<file path="src/rtl/clk_gen_pkg.sv">
// Shared types and helpers for the multi-channel clock/tick generator.
//   div_t      : divisor / high-time counter word
//   ch_cfg_t   : per-channel {div, high} configuration payload
//   ch_state_t : channel enable FSM states
//   clamp_cfg  : forces a config into the always-toggling legal range
//   calc_def_div : reset divisor from input clock and default output frequency
package clk_gen_pkg;

  localparam int unsigned CG_DIV_W = 20;

  typedef logic [CG_DIV_W-1:0] div_t;

  typedef struct packed {
    div_t div;
    div_t high;
  } ch_cfg_t;

  typedef enum logic [1:0] {
    ST_IDLE  = 2'd0,
    ST_RUN   = 2'd1,
    ST_DRAIN = 2'd2
  } ch_state_t;

  // Legal range: div >= 2 and 1 <= high <= div-1, so every period has both phases.
  function automatic ch_cfg_t clamp_cfg(input ch_cfg_t c);
    ch_cfg_t r;
    r = c;
    if (r.div < div_t'(2)) r.div = div_t'(2);
    if (r.high == '0) r.high = div_t'(1);
    if (r.high >= r.div) r.high = r.div - div_t'(1);
    return r;
  endfunction

  function automatic int unsigned calc_def_div(input int unsigned clk_hz,
                                               input int unsigned freq_hz);
    return clk_hz / freq_hz;
  endfunction

endpackage

</file>
<file path="src/rtl/clk_gen_channel.sv">
// One divider channel: period counter, active + shadow config, enable FSM.
// Ports:
//   clk, reset   : clock, asynchronous active-low reset
//   wr, wr_cfg   : shadow-config write strobe and payload (already decoded)
//   en           : run enable (level)
//   clk_out      : registered divided clock
//   tick         : one-cycle pulse on the clk_out rising cycle
//   cfg_pend     : shadow written but not yet applied
module clk_gen_channel
  import clk_gen_pkg::*;
#(
  parameter int unsigned DEF_DIV = 500_000
) (
  input  logic    clk,
  input  logic    reset,
  input  logic    wr,
  input  ch_cfg_t wr_cfg,
  input  logic    en,
  output logic    clk_out,
  output logic    tick,
  output logic    cfg_pend
);

  localparam ch_cfg_t DEF_CFG = clamp_cfg('{div: div_t'(DEF_DIV), high: div_t'(DEF_DIV / 2)});

  ch_state_t state;
  div_t      cnt;
  ch_cfg_t   act_cfg;
  ch_cfg_t   shd_cfg;
  logic      wrap_c;

  // cnt holds the phase index that the next edge presents on clk_out.
  assign wrap_c = (cnt == act_cfg.div - div_t'(1));

  // Counter, config apply and enable FSM.
  always_ff @(posedge clk or negedge reset) begin
    if (!reset) begin
      state    <= ST_IDLE;
      cnt      <= '0;
      act_cfg  <= DEF_CFG;
      shd_cfg  <= DEF_CFG;
      cfg_pend <= 1'b0;
      clk_out  <= 1'b0;
      tick     <= 1'b0;
    end else begin
      if (state == ST_IDLE && !en) begin
        // Parked: output low, pending config takes effect straight away.
        cnt     <= '0;
        clk_out <= 1'b0;
        tick    <= 1'b0;
        if (cfg_pend) begin
          act_cfg  <= clamp_cfg(shd_cfg);
          cfg_pend <= 1'b0;
        end
      end else begin
        // Running (or starting from idle at cnt=0, which gives the immediate rise).
        clk_out <= (cnt < act_cfg.high);
        tick    <= (cnt == '0);
        if (wrap_c) begin
          cnt   <= '0;
          state <= en ? ST_RUN : ST_IDLE;
          if (cfg_pend) begin
            act_cfg  <= clamp_cfg(shd_cfg);
            cfg_pend <= 1'b0;
          end
        end else begin
          cnt   <= cnt + div_t'(1);
          state <= en ? ST_RUN : ST_DRAIN;
        end
      end
      // A write on the apply edge lands in the shadow and stays pending.
      if (wr) begin
        shd_cfg  <= wr_cfg;
        cfg_pend <= 1'b1;
      end
    end
  end

endmodule

</file>
<file path="src/rtl/multi_clk_gen.sv">
// N-channel programmable clock/tick generator.
// Ports:
//   clk, reset          : system clock, asynchronous active-low reset
//   cfg_wr/cfg_ch       : config write strobe and target channel
//   cfg_div/cfg_high    : period and high-time in clk cycles
//   ch_en               : per-channel run enable
//   clk_out/tick        : per-channel divided clock and rising-edge pulse (registered)
//   cfg_pend            : per-channel shadow-config-pending flag (registered)
module multi_clk_gen
  import clk_gen_pkg::*;
#(
  parameter  int unsigned N_CH     = 4,
  parameter  int unsigned DIV_W    = 20,
  parameter  int unsigned CLK_FPGA = 50_000_000,
  parameter  int unsigned DEF_FREQ = 100,
  localparam int unsigned CH_W     = (N_CH > 1) ? $clog2(N_CH) : 1
) (
  input  logic             clk,
  input  logic             reset,
  input  logic             cfg_wr,
  input  logic [CH_W-1:0]  cfg_ch,
  input  logic [DIV_W-1:0] cfg_div,
  input  logic [DIV_W-1:0] cfg_high,
  input  logic [N_CH-1:0]  ch_en,
  output logic [N_CH-1:0]  clk_out,
  output logic [N_CH-1:0]  tick,
  output logic [N_CH-1:0]  cfg_pend
);

  localparam int unsigned DEF_DIV = calc_def_div(CLK_FPGA, DEF_FREQ);

  // Elaboration-time sanity checks.
  if (DIV_W != CG_DIV_W) begin : g_bad_width
    $error("multi_clk_gen: DIV_W must equal clk_gen_pkg::CG_DIV_W");
  end
  if (64'(DEF_DIV) >= (64'd1 << DIV_W)) begin : g_bad_def_div
    $error("multi_clk_gen: DEF_DIV does not fit in DIV_W bits");
  end

  ch_cfg_t wr_cfg_c;
  assign wr_cfg_c = '{div: div_t'(cfg_div), high: div_t'(cfg_high)};

  // Address decode; channel indices >= N_CH match nothing and are dropped.
  for (genvar i = 0; i < N_CH; i++) begin : g_ch
    logic wr_sel_c;
    assign wr_sel_c = cfg_wr && (32'(cfg_ch) == 32'(i));

    clk_gen_channel #(
      .DEF_DIV(DEF_DIV)
    ) u_ch (
      .clk      (clk),
      .reset    (reset),
      .wr       (wr_sel_c),
      .wr_cfg   (wr_cfg_c),
      .en       (ch_en[i]),
      .clk_out  (clk_out[i]),
      .tick     (tick[i]),
      .cfg_pend (cfg_pend[i])
    );
  end

endmodule

</file>
<file path="config.mk">
export PLATFORM = sky130hd
export DESIGN_NAME = multi_clk_gen
export DESIGN_NICKNAME = d
export VERILOG_FILES = /design/src/rtl/clk_gen_pkg.sv /design/src/rtl/clk_gen_channel.sv /design/src/rtl/multi_clk_gen.sv
export SDC_FILE = /design/constraint.sdc
export NUM_CORES = 1
export LEC_CHECK = 0
export ABC_AREA = 0
export CORE_ASPECT_RATIO = 0.9
export CORE_MARGIN = 5
export CORE_UTILIZATION = 28
export CTS_CLUSTER_SIZE = 30
export DETAILED_ROUTE_END_ITERATION = 10
export PLACE_DENSITY_LB_ADDON = 0.2
export SLEW_MARGIN = 20
export SYNTH_ARGS = -nofsm -noshare
export SYNTH_HDL_FRONTEND = slang
export SYNTH_SLANG_ARGS = --single-unit
</file>
<file path="constraint.sdc">
create_clock -name clk -period 5.85 [get_ports clk]
set_clock_uncertainty 0.05 [all_clocks]
set_input_delay 1.17 -clock clk [delete_from_list [all_inputs] [get_ports clk]]
set_output_delay 1.17 -clock clk [all_outputs]
set_load 0.03 [all_outputs]
</file>
==> flow_summary.ini <==
[outcome]
status = completed

[yosys]
yosys.area_share.adder = 0.0835
synth-edff-count = 0
synth_fp_nets = 2746
ys_warn_count = 0
synth_top_area_share = 0.299
ys_ff_latch = 420
synth_top_family_by_area = multiplexers
yosysSeqAreaShare = 0.413
yosys_most_used_dff = dfrtp_1
synth_compound_gate_area_share = 0.0657
synth_cell_types = 78
async_reset_ff_frac = 1.00
synthTopCellsByArea = dfrtp_1 30%, dfstp_2 11%, ha_1 8.3%, mux2_2 7.8%, mux2i_1 6.3%
synth-simple-area-share = 0.140
syn_inst = 2525
synth_xor_area_frac = 0.0817
synthMuxAreaShare = 0.160
synth_top_area_cell = dfrtp_1
avgSynthCellArea_um2 = 10.2
netlist_area_mm2 = 0.0258

[clock_tree]
clkSinkCount = 420
cts-root-buf = clkbuf_16
cts_max_level = 2
cts_tree = yes
clock_tree.buffer_depth = 3
postCtsSetupBuffers = 0
clkLatencyLatePin_ns = 0.58
path_clk_slew_ns = 0.06
postCtsHoldBufs = 0
cts_buffers = 48
cts_resized = 0

[die]
die_y_um = 298
start_util = 0.282
placementRows = 105
io_pins = 61
die_area_mm2 = 0.0982
die_x_um = 330
core_area_mm2 = 0.0913

[timing]
max_freq_mhz = 212
grt_setup_unrepaired = false
worst_pin_slew_ns = 1.11
period_share = 0.808
period_needed_ns = 4.73
hold_violations = 0
final-setup-viol-count = 0
maxSlewHeadroom = 0.256
fin_tns_setup_ns = 0
drv_slew = 0

[global_routing]
antenna_found_initial = 5
grt_pass1_vias = 18400
grt_pass1_wl_um = 112000
grt_overflow = 0
grtUsageTotal = 0.145
grt_max_degree = 137

[worst_setup_path]
reg2reg_slack_ns = 1.12
crit_family = simple AND/OR/NAND/NOR gates
start_kind = register
critPathCaptureType = register
rr_endpoint = g_ch[0].u_ch.act_cfg[0]
path_buf_inv = 2
r2r_start = g_ch[0].u_ch.shd_cfg[24]
crit_fanout = 12
critPathKind = register to register
crit_chain = nor4_1 > or4b_2 > nor4_1 > buf_4 > nor2b_1 > ha_1 > nand2b_1 > a21o_1 > a211oi_1 > o21ai_0 > nor4b_1 > nor2_2 > buf_4 > mux2i_1 > mux2_4
cp.arrival_ns = 5.14
required_ns = 6.26
startpoint = g_ch[0].u_ch.shd_cfg[24]
cp_slowest_stage_delay_ns = 0.71
cp_slowest_cell = or4b_2
r2r_cells = 15

[pwr]
cellPowerDensity_mw_per_mm2 = 414
p_leak_nw = 13.1
seqPwrFrac = 0.409
switching_share = 0.362
p_comb_frac = 0.337
total_power_mw = 12.0
ir_worst_vdd_mv = 0.202
clockPowerShare = 0.254
switching_power_mw = 4.34
p_int_mw = 7.66

[routing]
drc_errors = 0
drt-wirelength-per-cell_um = 19.2
via_per_inst = 4.84
dr.pass1.iters = 5
drt-initial-drc-count = 1125
wl_um = 72000
ant_nets = 0
vias = 18200

[finish]
fin_area_mm2 = 0.0290
drive_above_1_share = 0.167
syn_to_final_growth_pct = 12.5
nNetsFinal = 2702

[min_path]
min_to = g_ch[1].u_ch.act_cfg[12]
hold_path.class = register to register
min_from = g_ch[1].u_ch.act_cfg[12]
hold_path_depth = 2

[placed_design]
dp_hpwl_um = 53800
io_buffers = 60
place_area_mm2 = 0.0274
gp_congestion = 0.844

[job]
maxCapViolCount = 0
==> kinds of logic after synthesis <==
logic type | count (synthesis)
adders and majority gates | 172
muxes | 378
buffers and inverters | 366
xor gates and xnor gates | 237
AOI/OAI and AO/OA | 257
and+or+nand+nor | 695
DFF | 420
==> routing by layer <==
layer	vias to the layer above	routed length, um	GRT usage
met5	-	0	0
met4	0	1220	0.0313
met3	82	3910	0.0277
met2	303	31700	0.223
met1	9053	35300	0.212
li1	8747	-	-
==> cell type report <==
type	count	area, um2
Multi-Input combinational cell	1739	13700
Sequential cell	420	10700
Timing Repair Buffer	80	793
Clock inverter	11	135
Inverter	192	721
Clock buffer	77	1430
Antenna cell	7	17.5
Tap cell	1230	1540
Fill cell	9296	62300
==> Yosys cell counts, types with 6 or more instances <==
master,number
a21o_1,47
inv_1,192
a21oi_1,55
and4_1,9
nor4b_1,9
o21ai_0,68
nor3_1,71
buf_1,16
mux2_4,19
nor4_1,75
nand3b_1,7
nor2b_1,21
nand3_1,67
or3_1,18
nor3b_1,9
nand2_1,94
ha_1,172
a31oi_1,6
and3_1,16
dfstp_2,112
a2111oi_0,9
o21a_1,6
or4_1,16
xnor2_1,145
buf_4,12
a211oi_1,13
mux2_1,20
mux2_2,178
mux2i_1,161
buf_2,9
clkbuf_1,135
xor2_1,90
dfrtp_1,308
nand4_1,51
nor2_1,188
nand2b_1,21
==> worst max-delay path by stage <==
stage                                     to  slack (ns)  cells past startpoint
global route         g_ch[0].u_ch.act_cfg[9]        0.87                     15
global placement     g_ch[0].u_ch.act_cfg[0]        1.16                     15
floorplan           g_ch[0].u_ch.act_cfg[10]        0.92                     14
CTS                  g_ch[0].u_ch.act_cfg[0]        1.13                     15
finish               g_ch[0].u_ch.act_cfg[0]        1.12                     15
detailed placement   g_ch[0].u_ch.act_cfg[0]        1.15                     15
==> flip-flops by register name, indices dropped and copies added, names as in the netlist <==
name and flops:
g_ch.u_ch.cfg_pend 4, g_ch.u_ch.cnt 80, g_ch.u_ch.tick 4, g_ch.u_ch.act_cfg 160, g_ch.u_ch.clk_out 4, g_ch.u_ch.state 8
g_ch.u_ch.shd_cfg 160
==> placed cells by master (no fill, tap or decap), types with 71 or more instances in the layout <==
cell type and n:
nor2_1 186, ha_1 172, nor4_1 75, nand2_1 94, xnor2_1 145, xor2_1 90
nor3_1 71, dfstp_2 112, dfrtp_1 308, mux2i_1 161, mux2_2 178, inv_1 192
==> power groups by stage <==
| stage | Sequential [mW] | Combinational [mW] | Clock (mW) |
|---|---|---|---|
| after detailed placement | 4.97 | 4.04 | 0 |
| after CTS | 4.92 | 4.08 | 3.16 |
| final | 4.91 | 4.04 | 3.05 |
| after floorplan | 4.53 | 3.24 | 0 |
| after global placement | 4.95 | 3.93 | 0 |
| after global routing | 5.05 | 4.54 | 3.26 |
==> worst min-delay path, delay by kind of cell (launching register included) <==
| family | cells | cell delay (ns) |
|---|---|---|
| mux | 1 | 0.06 |
| flops | 1 | 0.36 |
| buf+inv | 1 | 0.06 |
==> metrics by stage <==
step                hold slack (ns)   util  std cells  setup WS (ns)
global placement              0.427  0.300       3661           1.16
finish                        0.434  0.318       3756           1.12
CTS                           0.440  0.317       3749           1.13
floorplan                     0.409      -       2525          0.924
global route                  0.457  0.317       3749          0.869
detailed placement            0.430  0.300       3661           1.15
No activity file was read; power rests on OpenSTA's default activity.
==> RTL edit, RTL diff (same settings) <==
Set the parameter `N_CH` to 2 (it was 4).
--- a/src/rtl/multi_clk_gen.sv
+++ b/src/rtl/multi_clk_gen.sv
@@ -9,7 +9,7 @@
 module multi_clk_gen
   import clk_gen_pkg::*;
 #(
-  parameter  int unsigned N_CH     = 4,
+  parameter  int unsigned N_CH     = 2,
   parameter  int unsigned DIV_W    = 20,
   parameter  int unsigned CLK_FPGA = 50_000_000,
   parameter  int unsigned DEF_FREQ = 100,
Interface: changed (5 resized); port bits go from 61 to 52. No check against the original RTL was run, so the function may have changed too.
==> RTL edit against the original RTL <==
Sequential cell count decreased by 210. Core utilization increased by 0.76 points. Final cell count down 49%. Critical endpoint unchanged. Worst setup slack got worse by 180 ps. Total power shrank 53%. Final area is 49% lower. Wire length decreased by 52%. Synthesized area is 50% lower.
==> RTL edit: results (changes against the original RTL) <==
* Vias in the first global route at 9124 (-50%)
* Worst Hold Endpoint: g_ch[1].u_ch.act_cfg[17]$_DFFE_PN1P_
* Leak Pwr at 6.78 nW (-48%)
* Met1 Use GR at 0.220 (+0.00727)
* Critical path launch point: g_ch[0].u_ch.shd_cfg[34]$_DFFE_PN0P_
* Flop2flop setup slack at 950 ps (-180 ps)
* Routed met1 length at 18.6 mm (-47%)
* GPL Wtd Cong at 0.819 (-2.9%)
* DR iter-0 viols at 530 (-53%)
* Layout cell share with drive strength beyond 1 at 0.144 (-0.0231)
* Outcome: complete, no violations
* CP Max Fanout at 11 (-1)
* WL met3 at 1.80 mm (-54%)
* Finished Layout Cells at 1906 (-49%)
* DP HPWL at 26.0 mm (-52%)
* Sequential area share after synthesis at 0.414 (+0.000583)
* Routed wire length per instance at 18.0 um (-6.1%)
* Global Route Usage Sum at 0.136 (-0.00941)
* Hold Path Cell Cnt at 2 (unchanged)
* Syn nets at 1409 (-49%)
* Crit path capture: g_ch[0].u_ch.act_cfg[0]$_DFFE_PN0P_
* Met3 layer usage reported by global route at 0.0230 (-0.00470)
* Max Used Layer: met4
* Hold_sp: g_ch[1].u_ch.act_cfg[17]$_DFFE_PN1P_
* Num CTS Buffers at 27 (-44%)
* Met2 Routed Length at 13.4 mm (-58%)
* First-pass GRT wire length at 54.5 mm (-51%)
* Largest regs: g_ch.u_ch.act_cfg: 80 flops, g_ch.u_ch.shd_cfg: 80 flops, g_ch.u_ch.cnt: 40 flops
* Synth unique cells at 61 (-22%)
* Mapped Cells at 1277 (-49%)
* Clk_lat worst skew at 560 ps (-20 ps)
* Clock tree buffer depth at 3 (unchanged)
* Worst min path class: reg -> reg
* Port bufs at 51 (-15%)
* Placed cell area at 13900 um^2 (-49%)
* YS warnings at 0 (unchanged)
* CP arrival at 5270 ps (+130 ps)
* Synth top cells by count: dfrtp_1, inv_1, mux2i_1
* Ant. Diodes at 0 (-7)
* Clock root buffer: clkbuf_16
* Postcts setup bufs at 0 (unchanged)
* Maximum level of the CTS H-tree at 1 (-1)
* Hold buffers post-CTS at 0 (unchanged)
* Detailed Routing Iterations Pass 1 at 5 (unchanged)
* Largest net degree at the start of global routing at 125 (-8.8%)
* PostCTS Resize Cnt at 0 (unchanged)
* Worst vdd ir at 0.218 mV (+8.1%)
* Tightest Pin Transition at 1050 ps (-62.7 ps)
* Initial antenna violation count at 0 (-5)
* CP max-delay cell: a211oi_4
* Total number of vias at 9246 (-49%)
* RR Startpoint: g_ch[0].u_ch.shd_cfg[34]$_DFFE_PN0P_
* Synth area leaders: dfrtp_1, dfstp_2, ha_1, mux2i_1, mux2_2
* GR Layer Usage met2 at 0.186 (-0.0364)
* R2R depth at 13 (-2)
RTL edit: cell count changes after synthesis, sizes merged, moves of 32 or more:
| cell | delta |
|---|---|
| xnor2 | -69 |
| ha | -86 |
| nor4 | -32 |
| mux2 | -121 |
| mux2i | -71 |
| dfstp | -56 |
| xor2 | -55 |
| nor2 | -114 |
| nor3 | -47 |
| inv | -91 |
| nand2 | -33 |
| dfrtp | -154 |
| clkbuf | -65 |
| nand3 | -39 |
RTL edit: area by class of cell:
cell class / instances / area [um^2]
clock buffer: 39 / 791
clock inverter: 11 / 113
fill: 4656 / 30700
inverter: 101 / 379
multi-input combinational: 875 / 6800
sequential: 210 / 5330
tap: 608 / 761
timing repair buffer: 62 / 618
RTL edit: logic make-up after synthesis:
| logic type | synth area share |
|---|---|
| adder cells (fa/ha/maj) | 0.0836 |
| buffers and inverters | 0.0596 |
| AO/OA/AOI/OAI | 0.0737 |
| flip-flops | 0.414 |
| AND/OR/NAND/NOR | 0.140 |
| multiplexers | 0.154 |
| XOR/XNOR | 0.0755 |
RTL edit: stage by stage:
stage | hold WS (ps) | setup slack, ps | util
detailed placement | 435 | 1070 | 0.305
finish | 437 | 946 | 0.325
floorplan | 408 | 2110 | -
CTS | 443 | 1040 | 0.325
global route | 451 | 676 | 0.325
global placement | 435 | 1160 | 0.305
RTL edit: report_power, final:
| group | switching (mW) | total [mW] | internal (mW) | leakage, nW |
|---|---|---|---|---|
| logic | 0.882 | 1.66 | 0.776 | 3.84 |
| registers | 0.392 | 2.28 | 1.89 | 2.48 |
| clock network | 0.651 | 1.67 | 1.02 | 0.453 |
| total | 1.93 | 5.61 | 3.69 | 6.78 |
